$ cat src/rtl/lcd_sync_rx.sv
// lcd_sync_rx: LCD parallel video receiver; raw NCLK/HD/VD/DEN/RGB in, per-pixel Columna/Fila/PIX_* out, frame size, lock and error status.
module lcd_sync_rx #(
  parameter int EXP_H_ACTIVE = 800,
  parameter int EXP_V_ACTIVE = 480,
  parameter int LOCK_FRAMES  = 2
) (
  input  logic        CLK,
  input  logic        RST,
  input  logic        NCLK,
  input  logic        HD,
  input  logic        VD,
  input  logic        DEN,
  input  logic [7:0]  R,
  input  logic [7:0]  G,
  input  logic [7:0]  B,
  output logic        PIX_VALID,
  output logic [10:0] Columna,
  output logic [9:0]  Fila,
  output logic [7:0]  PIX_R,
  output logic [7:0]  PIX_G,
  output logic [7:0]  PIX_B,
  output logic        FRAME_START,
  output logic        LOCKED,
  output logic        ERR,
  output logic [10:0] H_ACTIVE,
  output logic [9:0]  V_ACTIVE
);
  typedef enum logic [1:0] {ST_SEARCH, ST_MEASURE, ST_LOCKED} state_t;
  state_t state_q, state_d;
  logic nclk_s1_q, nclk_s2_q, hd_s1_q, vd_s1_q, den_s1_q, prev_hd_q, prev_vd_q;
  logic [23:0] rgb_s1_q, rgb_o_q, rgb_o_d;
  logic [10:0] col_q, col_d, ref_q, ref_d, col_o_q, col_o_d, h_q, h_d;
  logic [9:0] row_q, row_d, row_o_q, row_o_d, v_q, v_d;
  logic [3:0] cnt_q, cnt_d;
  logic had_q, had_d, bad_q, bad_d, pix_q, pix_d, fs_q, fs_d, err_q, err_d;
  logic strobe, hd_fall, vd_fall, good, active;
  always_comb begin
    strobe = nclk_s1_q & ~nclk_s2_q;
    hd_fall = strobe & prev_hd_q & ~hd_s1_q;
    vd_fall = strobe & prev_vd_q & ~vd_s1_q;
    active = state_q != ST_SEARCH;
    state_d = state_q;
    cnt_d = cnt_q;
    col_d = col_q;
    row_d = row_q;
    ref_d = ref_q;
    had_d = had_q;
    bad_d = bad_q;
    h_d = h_q;
    v_d = v_q;
    col_o_d = col_o_q;
    row_o_d = row_o_q;
    rgb_o_d = rgb_o_q;
    pix_d = 1'b0;
    fs_d = 1'b0;
    err_d = 1'b0;
    // A VD fall without its own HD fall still closes the open line, so one close covers both cases
    if ((hd_fall | vd_fall) & had_q) begin
      ref_d = (ref_q == 11'd0) ? col_q : ref_q;
      bad_d = bad_q | ((ref_q != 11'd0) & (col_q != ref_q));
      row_d = (row_q == 10'h3ff) ? row_q : row_q + 10'd1;
    end
    if (hd_fall | vd_fall) begin
      col_d = '0;
      had_d = 1'b0;
    end
    good = ~bad_d & (ref_d == 11'(EXP_H_ACTIVE)) & (row_d == 10'(EXP_V_ACTIVE));
    if (vd_fall) begin
      fs_d = 1'b1;
      h_d = active ? ref_d : h_q;
      v_d = active ? row_d : v_q;
      case (state_q)
        ST_SEARCH: begin
          state_d = ST_MEASURE;
          cnt_d = '0;
        end
        ST_MEASURE: begin
          cnt_d = good ? cnt_q + 4'd1 : 4'd0;
          state_d = (good && (cnt_q + 4'd1 == 4'(LOCK_FRAMES))) ? ST_LOCKED : ST_MEASURE;
        end
        default: if (!good) begin
          state_d = ST_MEASURE;
          cnt_d = '0;
          err_d = 1'b1;
        end
      endcase
      row_d = '0;
      ref_d = '0;
      bad_d = 1'b0;
    end
    if (strobe & den_s1_q) begin
      had_d = 1'b1;
      if (col_d == 11'h7ff) begin
        bad_d = 1'b1;
        err_d = err_d | active;
      end else begin
        pix_d = active;
        col_o_d = active ? col_d : col_o_q;
        row_o_d = active ? row_d : row_o_q;
        rgb_o_d = active ? rgb_s1_q : rgb_o_q;
        col_d = col_d + 11'd1;
      end
    end
  end
  always_ff @(posedge CLK) begin
    if (RST) begin
      nclk_s1_q <= 1'b0;
      nclk_s2_q <= 1'b0;
      hd_s1_q <= 1'b0;
      vd_s1_q <= 1'b0;
      den_s1_q <= 1'b0;
      rgb_s1_q <= '0;
      prev_hd_q <= 1'b1;
      prev_vd_q <= 1'b1;
      state_q <= ST_SEARCH;
      cnt_q <= '0;
      col_q <= '0;
      row_q <= '0;
      ref_q <= '0;
      had_q <= 1'b0;
      bad_q <= 1'b0;
      h_q <= '0;
      v_q <= '0;
      col_o_q <= '0;
      row_o_q <= '0;
      rgb_o_q <= '0;
      pix_q <= 1'b0;
      fs_q <= 1'b0;
      err_q <= 1'b0;
    end else begin
      nclk_s1_q <= NCLK;
      nclk_s2_q <= nclk_s1_q;
      hd_s1_q <= HD;
      vd_s1_q <= VD;
      den_s1_q <= DEN;
      rgb_s1_q <= {R, G, B};
      prev_hd_q <= strobe ? hd_s1_q : prev_hd_q;
      prev_vd_q <= strobe ? vd_s1_q : prev_vd_q;
      state_q <= state_d;
      cnt_q <= cnt_d;
      col_q <= col_d;
      row_q <= row_d;
      ref_q <= ref_d;
      had_q <= had_d;
      bad_q <= bad_d;
      h_q <= h_d;
      v_q <= v_d;
      col_o_q <= col_o_d;
      row_o_q <= row_o_d;
      rgb_o_q <= rgb_o_d;
      pix_q <= pix_d;
      fs_q <= fs_d;
      err_q <= err_d;
    end
  end
  assign PIX_VALID = pix_q;
  assign Columna = col_o_q;
  assign Fila = row_o_q;
  assign {PIX_R, PIX_G, PIX_B} = rgb_o_q;
  assign FRAME_START = fs_q;
  assign LOCKED = state_q == ST_LOCKED;
  assign ERR = err_q;
  assign H_ACTIVE = h_q;
  assign V_ACTIVE = v_q;
endmodule
$ cat config.mk
export PLATFORM = sky130hd
export DESIGN_NAME = lcd_sync_rx
export DESIGN_NICKNAME = d
export VERILOG_FILES = /design/src/rtl/lcd_sync_rx.sv
export SDC_FILE = /design/constraint.sdc
export NUM_CORES = 1
export LEC_CHECK = 0
export ABC_AREA = 1
export BUFFER_PORTS_ARGS = -buffer_cell sky130_fd_sc_hd__clkbuf_2
export CAP_MARGIN = 40
export CELL_PAD_IN_SITES_DETAIL_PLACEMENT = 1
export CELL_PAD_IN_SITES_GLOBAL_PLACEMENT = 1
export CORE_UTILIZATION = 40
export DETAILED_ROUTE_END_ITERATION = 6
export PLACE_DENSITY = 0.88
export SLEW_MARGIN = 5
export SYNTH_ARGS = -nofsm -noshare
export SYNTH_HDL_FRONTEND = slang
export SYNTH_SLANG_ARGS = --single-unit
$ cat constraint.sdc
create_clock -name CLK -period 2.8 [get_ports CLK]
set_input_delay 0.56 -clock CLK [delete_from_list [all_inputs] [get_ports CLK]]
set_output_delay 0.56 -clock CLK [all_outputs]
set_load 0.1 [all_outputs]
==> results of run 1 <==
-- synthesized netlist by cell type, types with 2 or more instances --
cell,instances,area share
dfxtp_1,140,0.47
nand4_1,5,0.0053
o21ai_0,53,0.045
nor3_1,4,0.0034
inv_1,106,0.067
inv_4,2,0.0021
o21ai_1,12,0.010
nand2_1,163,0.10
ha_1,4,0.0084
a21oi_1,24,0.020
o211ai_1,17,0.022
xnor2_1,6,0.0089
buf_2,7,0.0059
buf_4,3,0.0038
xor2_1,5,0.0074
nand2_4,2,0.0038
nor3_2,2,0.0034
a31oi_1,2,0.0021
nor2_2,9,0.0095
nor2_1,153,0.097
nand3_1,31,0.026
inv_2,8,0.0051
nand2_2,12,0.013
buf_6,4,0.0076
o21bai_1,2,0.0025
clkbuf_1,13,0.0082
nor2_4,7,0.013
-- worst max path at each step --
stage | startpoint | endpoint | slack [ns] | cells past startpoint
6_report | hd_s1_q | rgb_o_q[3] | 0.22 | 19
4_1_cts | hd_s1_q | rgb_o_q[3] | 0.12 | 19
2_1_floorplan | vd_s1_q | rgb_o_q[11] | 0.45 | 19
3_5_place_dp | vd_s1_q | rgb_o_q[3] | 0.16 | 19
3_3_place_gp | vd_s1_q | Columna[10] | 0.32 | 19
5_1_grt | hd_s1_q | rgb_o_q[15] | 0.003 | 19
-- cell type report --
type	count	area (sq um)
sequential	140	2800
clock buffer	18	429
inverter	117	447
tap	184	230
clock inverter	14	135
fill	1878	7290
multi-input combinational	524	2530
timing repair buffer	112	606
-- kinds of logic (layout without fill, tap and decap cells) --
family,Yosys count,count (layout),synth area share
AOI/OAI and AO/OA,114,114,0.107
xor gates and xnor gates,12,12,0.0190
adders and majority gates,4,4,0.00845
buffers and inverters,145,261,0.101
DFF,140,140,0.473
and+or+nand+nor,394,394,0.291
-- state kept, by name, indices dropped and copies added, names as in the netlist, 2 cells and up --
register and flops:
Columna 11, Fila 10, H_ACTIVE 11, V_ACTIVE 10
cnt_q 4, col_q 11, ref_q 11, rgb_o_q 24
rgb_s1_q 24, row_q 10, state_q 2
-- power breakdown --
part	total [uW]	switching, uW	internal, uW
Clock	2160	920	1240
Combinational	251	190	61.1
Sequential	2050	18.9	2030
-- metal layers --
layer / track usage / wire length [microns] / up-vias
met4: 0.0934 / 349 / 0
met2: 0.392 / 7890 / 105
li1: - / - / 2710
met1: 0.278 / 7410 / 2524
met3: 0.0559 / 728 / 26
met5: 0 / 0 / -
-- metrics by stage --
step | area [sq um] | std cells | setup slack, ns | utilization
2_1_floorplan | 5930 | 809 | 0.449 | -
3_3_place_gp | 6610 | 1077 | 0.324 | 0.456
3_5_place_dp | 6610 | 1077 | 0.165 | 0.456
4_1_cts | 7170 | 1109 | 0.124 | 0.495
5_1_grt | 7180 | 1109 | 0.00348 | 0.496
6_report | 7180 | 1109 | 0.216 | 0.496
-- placed cells by master (no fill, tap or decap), types with 3 or more instances in the layout --
master      count
a21oi_1        24
buf_4          12
clkbuf_16      17
clkbuf_2       99
clkinvlp_4      3
dfxtp_1       140
ha_1            4
inv_1         105
inv_2          10
inv_6           6
nand2_1       163
nand2_2        12
nand3_1        31
nand4_1         5
nor2_1        151
nor2_2         11
nor2_4          7
nor3_1          4
o211ai_1       17
o21ai_0        52
o21ai_1        13
xnor2_1         6
xor2_1          5
-- critical path, delay by kind of cell (launching register included) --
family          cells  cell delay, ns
compound gates      1            0.20
fa+ha+maj           1            0.20
simple gates       10            1.07
buf+inv             7            0.68
flops               1            0.31
==> run_results.csv, run 1 <==
group,metric,value,unit
finish,drive_gt1_frac,0.212,
min_path,hp-class,"input pin to flop",
detailed_routing,drt-wirelength-per-cell,14.8,microns
clock_network,clock_sinks,140,
synth,ys_seq_elements,140,
synth,syn_avg_cell_area,7.32,sq um
clock_network,cts_buffer_depth,2,
sta,setup_viol,0,
placed_design,dp_hpwl,11500,microns
grt,grtUsageTotal,0.231,
clock_network,clk_latency,0.43,ns
setup_path,r2r-end,"rgb_o_q[3]",
placed_design,io_buffers,99,
flow_run,cap_violations,0,
sta,max_freq,387,MHz
die,rows,44,
clock_network,cts-root-buf,"clkbuf_16",
detailed_routing,vias,5365,
sta,hold_slack,0.307,ns
status,outcome,"complete, no violations",
min_path,hold_depth,3,
die,ios,100,
detailed_routing,route.detailed.drc,0,
sta,fin_crit_sh,0.923,
detailed_routing,ant_nets,0,
grt,antenna_found_initial,0,
finish,diodes,0,
clock_network,cts_tree,"done",
setup_path,critical_path.most_common_cell,"inv_2",
setup_path,path_class,"flop to flop",
die,die_height,124,microns
synth,syn_area,5930,sq um
synth,synthCells,809,
power,irDropWorstVdd,420,uV
sta,slew_viol_final,0,
power,power.total,4460,uW
synth,synth_edf_count,0,
die,coreArea,14500,sq um
clock_network,htreeDepth,4,
die,die_w,124,microns
min_path,hold_end,"rgb_s1_q[6]",
setup_path,worstPathArrival,2.90,ns
die,die_area,15300,sq um
setup_path,path_cells,"inv_1 -> nand2_1 -> nand2_2 -> nand2_2 -> inv_2 -> nor2_1 -> ha_1 -> inv_1 -> nor3_4 -> inv_2 -> nor2_2 -> inv_2 -> nor2_4 -> nor2_4 -> inv_4 -> nor2_8 -> buf_4 -> o21ai_0 -> nor2_1",
setup_path,r2r_start,"hd_s1_q",
min_path,hold_start,"B[6]",
placed_design,gp_congestion,0.838,
sta,hold_viol,0,
setup_path,worst-endpoint-required,3.12,ns
synth,async_flop_share,0,
grt,grt-ovfl-total,0,
sta,layout_min_cycle_time,2.58,ns
clock_network,cts_setup_buffers,0,
setup_path,startpoint_type,"flop",
sta,rsz0062_at_grt,"false",
power,leakagePower,0.00351,uW
synth,ys_warn_count,0,
synth,synth_cell_types,40,
detailed_routing,drt-initial-drc-count,287,
power,p_per_area,621,nW/um^2
clock_network,cts_buffers,17,
synth,synth-main-ff-cell,"dfxtp_1",
die,start_util,0.409,
setup_path,slowest_delay,0.31,ns
grt,grt_pass1_vias,5545,
detailed_routing,wirelength,16400,microns
detailed_routing,dr.pass1.iters,4,
grt,grt_first_pass_wirelength,27000,microns
sta,fin_worst_skew,0.0103,ns
finish,nets,946,
grt,grt_start_max_net_pins,43,
setup_path,end_kind,"flop",
sta,tightest_slew,0.606,ns
setup_path,cp_slowest_cell,"dfxtp_1",
clock_network,post_cts_resized,0,
synth,syn-num-nets,843,
sta,slew_headroom,0.596,
clock_network,holdBufCountCts,0,
setup_path,reg2reg_depth,19,
sta,final.setup.tns,0,ns
setup_path,r2r_setup_slack,0.22,ns
clock_network,clk_pin_slew_worst_paths,0.07,ns
synth,ys_seq_area_frac,0.473,
detailed_routing,viasPerCell,4.84,
setup_path,worstPathMaxFanout,15,
finish,area_delta_synth_final,21.2,%
Note: power is estimated with default switching activity, not from simulation.
==> inputs of run 2 (changes only) <==
- clock period: 2.8 -> 2.9 ns (I/O delays scaled with it)
==> run 2 against run 1 <==
Wire length down 0.77%. Worst hold slack better by 0.032 ns. Clock-buffer cell count increased by 1. Power is 5.4% lower. Critical path type unchanged.
==> run_results.csv, run 2 (synthesis gave the netlist of run 1 again) <==
group,metric,value,unit
status,outcome,"complete, no violations",
clock_network,clk_latency,0.42,ns
clock_network,cts-root-buf,"clkbuf_16",
finish,diodes,0,
setup_path,end_kind,"flop",
sta,tightest_slew,0.820,ns
grt,antenna_found_initial,0,
sta,hold_viol,0,
finish,nets,945,
sta,rsz0062_at_grt,"false",
die,die_area,15300,sq um
detailed_routing,drt-wirelength-per-cell,14.7,microns
min_path,hold_depth,3,
setup_path,reg2reg_depth,19,
clock_network,clock_sinks,140,
clock_network,cts_buffer_depth,2,
grt,grt-ovfl-total,0,
grt,grt_first_pass_wirelength,26600,microns
setup_path,critPathBufInv,7,
clock_network,cts_setup_buffers,0,
sta,slew_headroom,0.452,
power,power.total,4220,uW
min_path,hp-class,"input pin to flop",
setup_path,worstPathMaxFanout,32,
die,rows,44,
setup_path,path_class,"flop to flop",
detailed_routing,route.detailed.drc,0,
die,die_w,124,microns
sta,setup_viol,0,
placed_design,io_buffers,99,
setup_path,crit_family,"simple AND/OR/NAND/NOR gates",
finish,fillers,1881,
sta,fin_worst_skew,0.00782,ns
sta,fin_crit_sh,0.917,
grt,grt_start_max_net_pins,43,
setup_path,worstPathArrival,2.97,ns
power,p_per_area,591,nW/um^2
detailed_routing,vias,5445,
sta,max_freq,376,MHz
die,die_height,124,microns
placed_design,dp_cells,1075,
placed_design,gp_congestion,0.849,
power,leakagePower,0.00348,uW
detailed_routing,ant_nets,0,
setup_path,slowest_delay,0.38,ns
finish,fin_util,0.493,
sta,hold_slack,0.339,ns
detailed_routing,drt-initial-drc-count,229,
finish,final_common_cell,"nand2_1",
die,coreArea,14500,sq um
placed_design,dp_hpwl,11400,microns
finish,area_delta_synth_final,20.4,%
sta,layout_min_cycle_time,2.66,ns
clock_network,post_cts_resized,0,
clock_network,cts_tree,"done",
setup_path,cp_slowest_cell,"nor2_8",
setup_path,path_cells,"inv_1 -> nand2_1 -> nand2_2 -> nand2_2 -> nand2_1 -> inv_1 -> ha_1 -> inv_1 -> nor3_2 -> inv_2 -> nor2_1 -> inv_2 -> nor2_4 -> nor2_4 -> inv_4 -> nor2_8 -> inv_4 -> nor2_1 -> nor2_1",
setup_path,cp.depth,19,
grt,grtUsageTotal,0.229,
finish,stdcell_count,1108,
setup_path,worst-endpoint-required,3.21,ns
clock_network,clk_pin_slew_worst_paths,0.06,ns
die,start_util,0.409,
finish,drive_gt1_frac,0.210,
detailed_routing,dr.pass1.iters,4,
finish,final-seq-area,2800,sq um
clock_network,cts_buffers,17,
die,ios,100,
grt,grt_pass1_vias,5443,
flow_run,cap_violations,0,
detailed_routing,viasPerCell,4.91,
finish,final_cell_mix,"nand2_1, nor2_1, dfxtp_1",
clock_network,htreeDepth,4,
setup_path,startpoint_type,"flop",
power,irDropWorstVdd,438,uV
finish,multi_input_area,2540,sq um
sta,slew_viol_final,0,
finish,largestRegisters,"rgb_o_q x24, rgb_s1_q x24",
detailed_routing,wirelength,16300,microns
## run 2: repair_timing
item / 4_1_cts / 5_1_grt
endpoints found under the hold margin: 0 / 0
setup endpoints to repair: 8 / 0
hold buffers: 0 / 0
## run 2: layer usage
metal	vias up	part of all wire	GRT usage	wire, microns
met5	-	0	0	0
met2	123	0.48	0.380	7780
met1	2582	0.45	0.282	7270
li1	2717	-	-	-
met4	0	0.018	0.0896	290
met3	23	0.056	0.0582	907
## run 2: layout make-up
class                           count  area share
Tap cell                          184      0.0323
Clock buffer                       19      0.0635
Timing Repair Buffer              110      0.0810
Multi-Input combinational cell    525       0.356
Sequential cell                   140       0.393
Inverter                          117      0.0622
Clock inverter                     13      0.0128
## run 2: worst reg2reg max path: stages (launching register included)
cell,delay (ns)
dfxtp_1,0.30
inv_1,0.06
nand2_1,0.06
nand2_2,0.10
nand2_2,0.11
nand2_1,0.15
inv_1,0.07
ha_1,0.19
inv_1,0.09
nor3_2,0.06
inv_2,0.05
nor2_1,0.05
inv_2,0.09
nor2_4,0.05
nor2_4,0.17
inv_4,0.11
nor2_8,0.38
inv_4,0.24
nor2_1,0.19
nor2_1,0.07
## run 2: final timing paths
kind                                start          end  slack [ns]
worst min register to register  nclk_s1_q    nclk_s2_q        0.46
worst max-delay path              hd_s1_q  rgb_o_q[10]        0.24
worst min-delay path                 G[0]  rgb_s1_q[8]        0.34
worst max register to register    hd_s1_q  rgb_o_q[10]        0.24
## run 2: metrics by stage
stage                     setup slack [ns]  TNS (ns)  area, sq um
final                                0.240         0         7140
after global routing                0.0304         0         7140
after floorplan                      0.549         0         5930
after CTS                            0.222         0         7140
after global placement               0.170         0         6580
after detailed placement           -0.0331   -0.0331         6580
## run 2: where the power goes
group / internal [uW] / total, uW / switching [uW]
registers: 1960 / 1980 / 19.2
logic: 60.1 / 243 / 183
clock network: 1140 / 1990 / 855
total: 3160 / 4220 / 1060
